**src/rtl/cordic_mac_ctrl.sv**
```systemverilog
// Sequencer and saturating accumulator for the 8-bit CORDIC linear-mode multiplier.
// Walks the multiplier through load plus seven iterations per (a, b) pair and sums the products.
module cordic_mac_ctrl #(
  parameter int ACC_W = 20
) (
  input  logic             clk,
  input  logic             rst,
  input  logic             in_valid,
  output logic             in_ready,
  input  logic [7:0]       in_a,
  input  logic [7:0]       in_b,
  input  logic             in_last,
  output logic [7:0]       mul_a,
  output logic [7:0]       mul_b,
  output logic [2:0]       mul_counter,
  output logic             mul_start,
  output logic             mul_stop,
  input  logic [15:0]      mul_c,
  output logic [ACC_W-1:0] out_sum,
  output logic [7:0]       out_count,
  output logic             out_ovf,
  output logic             out_valid,
  input  logic             out_ready
);

  typedef enum logic [1:0] {IDLE, LOAD, ITER, OUT} state_t;

  state_t                  state, state_nxt;
  logic [2:0]              step, step_nxt;
  logic signed [ACC_W-1:0] acc, acc_nxt;
  logic [7:0]              cnt, cnt_nxt;
  logic                    ovf, ovf_nxt;
  logic                    last_q;
  logic signed [ACC_W-1:0] sat_sum;
  logic                    sat_ovf;

  // Returns {clamped, sum}; one guard bit is enough because the product is only 16 bits wide.
  function automatic logic [ACC_W:0] sat_add(input logic signed [ACC_W-1:0] a,
                                             input logic signed [15:0] p);
    logic signed [ACC_W:0] pe;
    logic signed [ACC_W:0] s;
    pe = {{(ACC_W-15){p[15]}}, p};
    s  = $signed({a[ACC_W-1], a}) + pe;
    if (s[ACC_W] != s[ACC_W-1])
      return {1'b1, s[ACC_W], {(ACC_W-1){~s[ACC_W]}}};
    return {1'b0, s[ACC_W-1:0]};
  endfunction

  assign {sat_ovf, sat_sum} = sat_add(acc, $signed(mul_c));

  assign in_ready    = (state == IDLE) && !rst;
  assign mul_counter = step;
  assign mul_start   = (state == LOAD);
  assign mul_stop    = (state == IDLE) || (state == OUT);
  assign out_valid   = (state == OUT);
  assign out_sum     = acc;
  assign out_count   = cnt;
  assign out_ovf     = ovf;

  always_ff @(posedge clk) begin
    if (rst) begin
      state  <= IDLE;
      step   <= 3'd0;
      acc    <= '0;
      cnt    <= 8'd0;
      ovf    <= 1'b0;
      mul_a  <= 8'd0;
      mul_b  <= 8'd0;
      last_q <= 1'b0;
    end else begin
      state <= state_nxt;
      step  <= step_nxt;
      acc   <= acc_nxt;
      cnt   <= cnt_nxt;
      ovf   <= ovf_nxt;
      if (in_valid && in_ready) begin
        mul_a  <= in_a;
        mul_b  <= in_b;
        last_q <= in_last;
      end
    end
  end

  always_comb begin
    state_nxt = state;
    step_nxt  = step;
    acc_nxt   = acc;
    cnt_nxt   = cnt;
    ovf_nxt   = ovf;
    case (state)
      IDLE: if (in_valid) state_nxt = LOAD;
      LOAD: begin
        state_nxt = ITER;
        step_nxt  = 3'd1;
      end
      ITER: begin
        if (step == 3'd7) begin
          // Product is final only in the last iteration; step returns to 0 so the counter idles at load.
          acc_nxt   = sat_sum;
          ovf_nxt   = ovf | sat_ovf;
          cnt_nxt   = (cnt == 8'd255) ? cnt : cnt + 8'd1;
          step_nxt  = 3'd0;
          state_nxt = last_q ? OUT : IDLE;
        end else begin
          step_nxt = step + 3'd1;
        end
      end
      OUT: begin
        if (out_ready) begin
          acc_nxt   = '0;
          cnt_nxt   = 8'd0;
          ovf_nxt   = 1'b0;
          state_nxt = IDLE;
        end
      end
      default: state_nxt = IDLE;
    endcase
  end

endmodule

```
**config.mk**
```make
export PLATFORM = sky130hd
export DESIGN_NAME = cordic_mac_ctrl
export DESIGN_NICKNAME = d
export VERILOG_FILES = /design/src/rtl/cordic_mac_ctrl.sv
export SDC_FILE = /design/constraint.sdc
export NUM_CORES = 1
export LEC_CHECK = 0
export BUFFER_PORTS_ARGS = -buffer_cell sky130_fd_sc_hd__clkbuf_2
export CORE_ASPECT_RATIO = 0.6
export CORE_MARGIN = 1.5
export CORE_UTILIZATION = 47
export CTS_BUF_LIST = sky130_fd_sc_hd__clkbuf_4
export DETAILED_ROUTE_END_ITERATION = 12
export PLACE_DENSITY = 0.77
export SLEW_MARGIN = 20
export SYNTH_ARGS = -nofsm -noshare
export SYNTH_HDL_FRONTEND = slang
export SYNTH_SLANG_ARGS = --single-unit
```
**constraint.sdc**
```tcl
create_clock -name clk -period 5 [get_ports clk]
set_input_delay 0 -clock clk [delete_from_list [all_inputs] [get_ports clk]]
set_output_delay 0 -clock clk [all_outputs]
set_load 0.01 [all_outputs]
```
Word-level counts from Yosys, hierarchy flattened
Cells that the tools add are included.
- flip-flop bits (word level): 51
- input bits: 37
- word-level logic and storage cells: 53
- muxes and demuxes: 20
- equal/unequal tests: 10
- reduce and logical (&&, ||, !) cells: 10
- bitwise logic cells: 2
- $add $sub $neg: 3
- operators by type and width (cell ; count):
    21-bit two-way mux ; 2
    20-bit two-way mux ; 2
    20-bit case mux with 2 select lines ; 1
    8-bit two-way mux ; 3
    20-bit by 16-bit adder with 21-bit output ; 1
    8-bit case mux with 2 select lines ; 1
    8-bit by 1-bit adder with 8-bit output (second input constant) ; 1
    8-bit equality test (second input constant) ; 1
    2-bit two-way mux ; 4
    2-bit case mux with 4 select lines ; 1
    2-bit inequality test (second input constant) ; 3
    3-bit case mux with 2 select lines ; 1
    3-bit AND reduction ; 2
    2-bit equality test (second input constant) ; 2
    4-bit AND reduction ; 1
    2-bit nonzero test ; 2
    3-bit by 1-bit adder with 3-bit output (second input constant) ; 1
    3-bit equality test (second input constant) ; 1
    1-bit two-way mux ; 3
    3-bit two-way mux ; 1
    2-bit by 1-bit equality test with 1-bit output (second input constant) ; 1
    1-bit logical AND ; 2
    2-bit logical NOT ; 1
    2-bit by 1-bit inequality test with 1-bit output (second input constant) ; 1
    6 further kinds ; 6

Depth between registers and ports, before layout
Gate-level depths: netlist of run 1.
- word-level depth: 7
- mapped depth: 12
- mapped depth without buffers: 10

Worst setup path after synthesis of run 1
Ideal clock, no wire load.
- path kind: reg-to-reg
- start: reg acc[7] (netlist: out_sum[7])
- end: reg acc[18] (netlist: out_sum[18])
- path slack: 2.148 ns
- stages on the path, launching flop included: 10
- required time: 4.883 ns
- arrival time: 2.735 ns
- period minus slack after synthesis: 2.852 ns
- buffers on the path: 1
- cell sequence: dfxtp_1 > ha_1 > and3_1 > and3_1 > a2111o_1 > a2111oi_2 > and4b_1 > buf_6 > maj3_1 > a22o_1
- cells in the longest elaborated chain, start to end: 6
- RTL lines (element ; line ; text):
    start: declaration ; 30 ; logic signed [ACC_W-1:0] acc, acc_nxt;
    start signal: assignment ; 73 ; acc <= acc_nxt;
    20-bit by 16-bit adder with 21-bit output (*) ; 43 ; s = $signed({a[ACC_W-1], a}) + pe;
    1-bit inequality test / 1-bit inverter (equally long branches) ; 44, 45 ;
    1-bit two-way mux / 21-bit two-way mux (equally long branches) ; 44 ; if (s[ACC_W] != s[ACC_W-1])
    21-bit two-way mux (*) ; 46 ; return {1'b0, s[ACC_W-1:0]};
    20-bit two-way mux (*) ; 97 ; if (step == 3'd7) begin
    20-bit case mux with 2 select lines (*) ; 90 ; case (state)
Mark *: on every way between the ends. The rest lies on a longest branch, timed or not. The select of a mux whose other input is x is not followed.
A chain may end at the register's enable or synchronous reset.

Worst setup path in the final report of run 1
- start: reg acc[1] (netlist: out_sum[1])
- end: reg acc[5] (netlist: out_sum[5])
The elaborated chain is that of the path after synthesis.

==> flow_summary.yaml, run 1 <==
status:
  status: "complete, no violations"
synthesis:
  syn_nets: 447
  synth_edf_count: 0
  ys.flop_type: "dfxtp_1"
  ys_async_sr_fraction: 0
  ys_ff_latch: 51
  synth-seq-area-share: 0.328
  synth_cells: 381
  synthMostInstantiatedCell: "dfxtp_1"
  syn_avg_cell_area_um2: 8.17
  ys_top_cells_by_area: "dfxtp_1, ha_1, nand2_1"
  netlist_area_um2: 3110
  yosysWarnings: 0
  synth.distinct_cells: 49
  ys_top_cells_by_count: "dfxtp_1, nand2_1, nor2_1"
  synth_area_leader_cell: "dfxtp_1"
  synth_top_area_frac: 0.328
critical_path:
  crit_cells: 8
  crit_fanout: 14
  path_delay_family: "compound AO/OA/AOI/OAI gates"
  slowest_stage: "o21ai_2"
  worstReg2RegEnd: "out_sum[5]"
  startpoint_type: "register"
  worstSetupPathType: "register to register"
  cp_num_buf_inv: 0
  slowest_delay_ns: 0.61
  worst-endpoint-required_ns: 5.24
  worstPathArrival_ns: 3.60
  reg2reg_slack_ns: 1.63
  worstReg2RegStart: "out_sum[1]"
  r2r_cells: 8
  cp_cell_sequence: "ha_1 -> a211oi_1 -> o21ai_1 -> a2111o_1 -> a2111oi_2 -> and4b_1 -> o21ai_2 -> o21ai_0"
  endpoint_kind: "register"
grt:
  grt_use_total: 0.222
  grt_max_degree: 35
  grt_pass1_vias: 2680
  grt_antenna_before_repair: 0
  overflow: 0
  grt_pass1_wl_um: 12600
drt:
  drt-initial-drc-count: 200
  wl_um: 7850
  ant_nets: 0
  wire_per_inst_um: 13.9
  num_vias: 3027
  drt_drc_violations_left: 0
  first_pass_iters: 5
  routed_via_density: 5.37
power:
  p_comb_frac: 0.274
  clkPwrFrac: 0.244
  power.leakage_nw: 1.77
  power.density_nw_per_um2: 250
  p_sw_mw: 0.313
  ir_drop_mv: 0.179
  swShare: 0.326
  p_int_mw: 0.647
  pwr-share-seq: 0.482
place:
  dpl.cell_count: 539
  port_buffers: 88
  post-dp-hpwl_um: 5800
  place_congestion: 0.875
die:
  dieArea_um2: 7130
  num_rows: 22
  core_area_um2: 6250
  die_w_um: 108
  chipHeight_um: 66.0
  initial_utilization: 0.498
  io_pins: 89
min_path:
  min_path_cells: 3
  hold_start: "out_ready"
  hold_class: "input port to register"
  whs_endpoint: "out_ovf"
clocking:
  cts_max_level: 2
  cts_tree: "yes"
  clockBufferDepth: 2
  path_clk_slew_ns: 0.15
  clock_latency_ns: 0.37
  numClockSinks: 51
  numCtsBuffers: 5
  cts-root-buf: "clkbuf_4"
final_layout:
  utilization: 0.614
  drive_above_1_share: 0.213
  final_cells: 564
  nFillCells: 569
  syn_to_final_growth_pct: 23.3
  fin_nets: 545
sta:
  finalMaxSlewViolations: 0
  whs_ns: 0.108
  setup_viol: 0
  hold_viol: 0
  slew_headroom: 0.365
  timing.fmax_mhz: 297
  period_minus_slack_ns: 3.37
  skew_ns: 0.0136
  rsz0062_at_grt: "false"
  worst_pin_slew_ns: 0.953
  fin_crit_sh: 0.673
  tns_ns: 0
run:
  drv_cap: 0
[registers in the layout, summed over array words and instances (netlist names)]
| signal | flops |
|---|---|
| out_sum | 20 |
| mul_b | 8 |
| out_ovf | 1 |
| mul_a | 8 |
| mul_counter | 3 |
| last_q | 1 |
| out_count | 8 |
| state | 2 |
[routing by layer]
metal,track usage,up-vias,wire length (um)
met5,0,-,0
met1,0.330,1385,3920
li1,-,1540,-
met3,0.0355,9,474
met4,0.0674,0,83
met2,0.328,93,3370
[cell type report]
cell class,instances,area (um^2),area share
Timing Repair Buffer,106,618,0.161
Clock inverter,2,37.5,0.00978
Clock buffer,5,37.5,0.00978
Inverter,10,37.5,0.00978
Multi-Input combinational cell,305,1980,0.515
Sequential cell,51,1020,0.266
Tap cell,84,105,0.0274
Antenna cell,1,2.50,0.000652
[layout by cell type (no fill, tap or decap), drive strengths merged, types with 14 or more instances in the layout]
cell type    instances
o21ai               43
dfxtp               51
a21oi               21
nand2b              21
clkbuf              93
dlygate4sd3         17
ha                  28
nand2               47
xnor2               14
nor2                37
[kinds of logic after synthesis]
logic type / share of synthesized area
AO/OA/AOI/OAI: 0.220
XOR/XNOR: 0.0680
adder cells (fa/ha/maj): 0.132
buffers and inverters: 0.0362
flip-flops: 0.328
AND/OR/NAND/NOR: 0.216
[per-stage QoR]
stage / power, mW / setup WS, ns / area, um^2
after floorplan: 0.633 / 2.15 / 3110
after global placement: 0.713 / 1.84 / 3590
after detailed placement: 0.721 / 1.59 / 3590
after CTS: 0.963 / 1.58 / 3830
after global routing: 1.02 / 1.40 / 3830
final: 0.960 / 1.63 / 3840
[what timing repair did]
action,CTS,global route
gates resized for setup,0,0
hold endpoints to repair,17,0
endpoints found under the setup margin,0,0
hold buffers,17,0
setup buffers,0,0
[tightest hold or removal path, stage by stage]
cell and delay, ns:
clkbuf_2 0.10, a31oi_1 0.09, a22o_1 0.24
[worst max path at each step]
stage	from	end
floorplan	out_sum[7]	out_sum[18]
global placement	out_sum[0]	out_sum[2]
detailed placement	out_sum[0]	out_sum[5]
CTS	out_sum[0]	out_sum[5]
global route	out_sum[0]	out_sum[5]
finish	out_sum[1]	out_sum[5]
[power groups by stage]
stage                     combinational, mW  clock (mW)  sequential [mW]
after floorplan                       0.154           0            0.479
after detailed placement              0.250           0            0.470
after CTS                             0.261       0.240            0.462
final                                 0.263       0.235            0.463
after global placement                0.245           0            0.469
after global routing                  0.293       0.260            0.467
(Power assumes the default switching activity.)
==> run 2: changes to the inputs <==
Settings changed: PLACE_DENSITY 0.77 to 0.8.
Clock period 5 ns to 3 ns, I/O delays scaled along.
==> run 2 against run 1 <==
Against the previous run:
- non-clock buffer count up 16
- utilization up 2.6 points
- count of clock-buffer cells in the layout unchanged
- sequential cell count unchanged
- sequential share of layout area down 1.1 points
- first-iteration DRC count down 12%
- die area unchanged
- cell count up 2.8%
- largest cell class unchanged
- largest power group unchanged
==> flow_summary.yaml, run 2 (synthesized netlist as in run 1, its figures left out) <==
status:
  status: "complete, no violations"
final_layout:
  nFillCells: 534
  syn_to_final_growth_pct: 28.5
  largest_reg_flops: 20
  fin_nets: 561
  final_cell_mix: "clkbuf_2, dfxtp_1, nand2_1"
  n_antenna_cell: 0
  final_common_cell: "clkbuf_2"
  final_cells: 580
  drive_above_1_share: 0.250
min_path:
  hold_class: "input port to register"
  hold_start: "out_ready"
  min_path_cells: 3
critical_path:
  endpoint: "out_sum[18]"
  worstSetupPathType: "register to register"
  worstPathArrival_ns: 3.17
  slowest_delay_ns: 0.45
  crit_path_start: "out_sum[9]"
  worst-endpoint-required_ns: 3.27
  reg2reg_slack_ns: 0.10
  crit_fanout: 8
  worstReg2RegStart: "out_sum[9]"
  startpoint_type: "register"
  cp_common_cell: "and3_1"
  r2r_cells: 8
  worstReg2RegEnd: "out_sum[18]"
  endpoint_kind: "register"
  cp_cell_sequence: "ha_1 -> and3_1 -> and3_1 -> a2111o_1 -> a2111oi_2 -> and4b_4 -> maj3_1 -> a22o_1"
  slowest_stage: "a2111o_1"
clocking:
  numClockSinks: 51
  cts-root-buf: "clkbuf_4"
  clockBufferDepth: 2
  cts_tree: "yes"
  clock_latency_ns: 0.37
  cts_max_level: 2
  numCtsBuffers: 5
  path_clk_slew_ns: 0.16
die:
  io_pins: 89
  core_area_um2: 6250
  dieArea_um2: 7130
  initial_utilization: 0.498
  chipHeight_um: 66.0
  die_w_um: 108
  num_rows: 22
sta:
  hold_viol: 0
  skew_ns: 0.0143
  worst_pin_slew_ns: 0.987
  finalMaxSlewViolations: 0
  setup_viol: 0
  timing.fmax_mhz: 345
  fin_crit_sh: 0.966
  period_minus_slack_ns: 2.90
  tns_ns: 0
  slew_headroom: 0.342
drt:
  wl_um: 8450
  ant_nets: 0
  drt_drc_violations_left: 0
  num_vias: 3137
  first_pass_iters: 4
  routed_via_density: 5.41
  wire_per_inst_um: 14.6
  drt-initial-drc-count: 176
grt:
  grt_max_degree: 35
  grt_pass1_vias: 2758
  grt_use_total: 0.236
  overflow: 0
  grt_antenna_before_repair: 0
  grt_pass1_wl_um: 13300
power:
  ir_drop_mv: 0.245
  power.leakage_nw: 1.86
  power.density_nw_per_um2: 389
place:
  post-dp-hpwl_um: 5960
  port_buffers: 88
  place_congestion: 0.901
  dpl.cell_count: 552
run:
  drv_cap: 0
run 2: cell types whose count changed in the layout (fill, tap and decap cells not counted), moves of 2 or more:
cell and change:
buf_4 +14, a211oi_1 -2, a211oi_2 +2, buf_12 +2
run 2: worst max-delay path, delay by kind of cell, from the launching register on:
family / cells / cell delay [ns]
adder cells (fa/ha/maj): 2 / 0.73
AND/OR/NAND/NOR: 3 / 0.68
flip-flops: 1 / 0.36
AO/OA/AOI/OAI: 3 / 1.01
run 2: worst min path at each step:
| stage | end | slack, ns |
|---|---|---|
| CTS | out_ovf | 0.06 |
| global route | out_ovf | 0.06 |
| global placement | mul_b[2] | 0.19 |
| floorplan | in_ready | 0.05 |
| detailed placement | mul_a[1] | 0.20 |
| finish | out_ovf | 0.07 |
run 2: per-layer routing:
metal	track usage	vias to the layer above	part of all wire
li1	-	1574	-
met1	0.327	1464	0.47
met2	0.373	88	0.46
met3	0.0473	11	0.060
met4	0.0658	0	0.014
met5	0	-	0
run 2: power breakdown:
| part | total [mW] | internal (mW) | leakage (nW) | switching [mW] |
|---|---|---|---|---|
| Clock | 0.320 | 0.0906 | 0.0288 | 0.229 |
| Sequential | 0.772 | 0.732 | 0.414 | 0.0405 |
| Combinational | 0.462 | 0.189 | 1.42 | 0.274 |
run 2: what timing repair did:
item / CTS / global route
pin swaps: 1 / 0
resized for setup: 0 / 11
buffers inserted: 3 / 0
endpoints found under the hold margin: 17 / 0
hold buffers: 17 / 0
endpoints found under the setup margin: 15 / 20
run 2: layout make-up:
type	instances	area (um^2)	share of cell area
Inverter	10	37.5	0.00939
Clock buffer	5	37.5	0.00939
Sequential cell	51	1020	0.255
Clock inverter	3	20.0	0.00501
Tap cell	84	105	0.0263
Timing Repair Buffer	122	763	0.191
Multi-Input combinational cell	305	2010	0.504
run 2: stage by stage:
stage	hold WS [ns]	instance area, um^2	setup WS [ns]	utilization	power [mW]
2_1_floorplan	0.0510	3110	0.148	-	1.06
3_3_place_gp	0.194	3700	-0.0174	0.592	1.19
3_5_place_dp	0.200	3700	-0.0934	0.592	1.20
4_1_cts	0.0599	3960	0.00391	0.634	1.55
5_1_grt	0.0592	4000	-0.00843	0.640	1.65
6_report	0.0705	4000	0.103	0.640	1.55
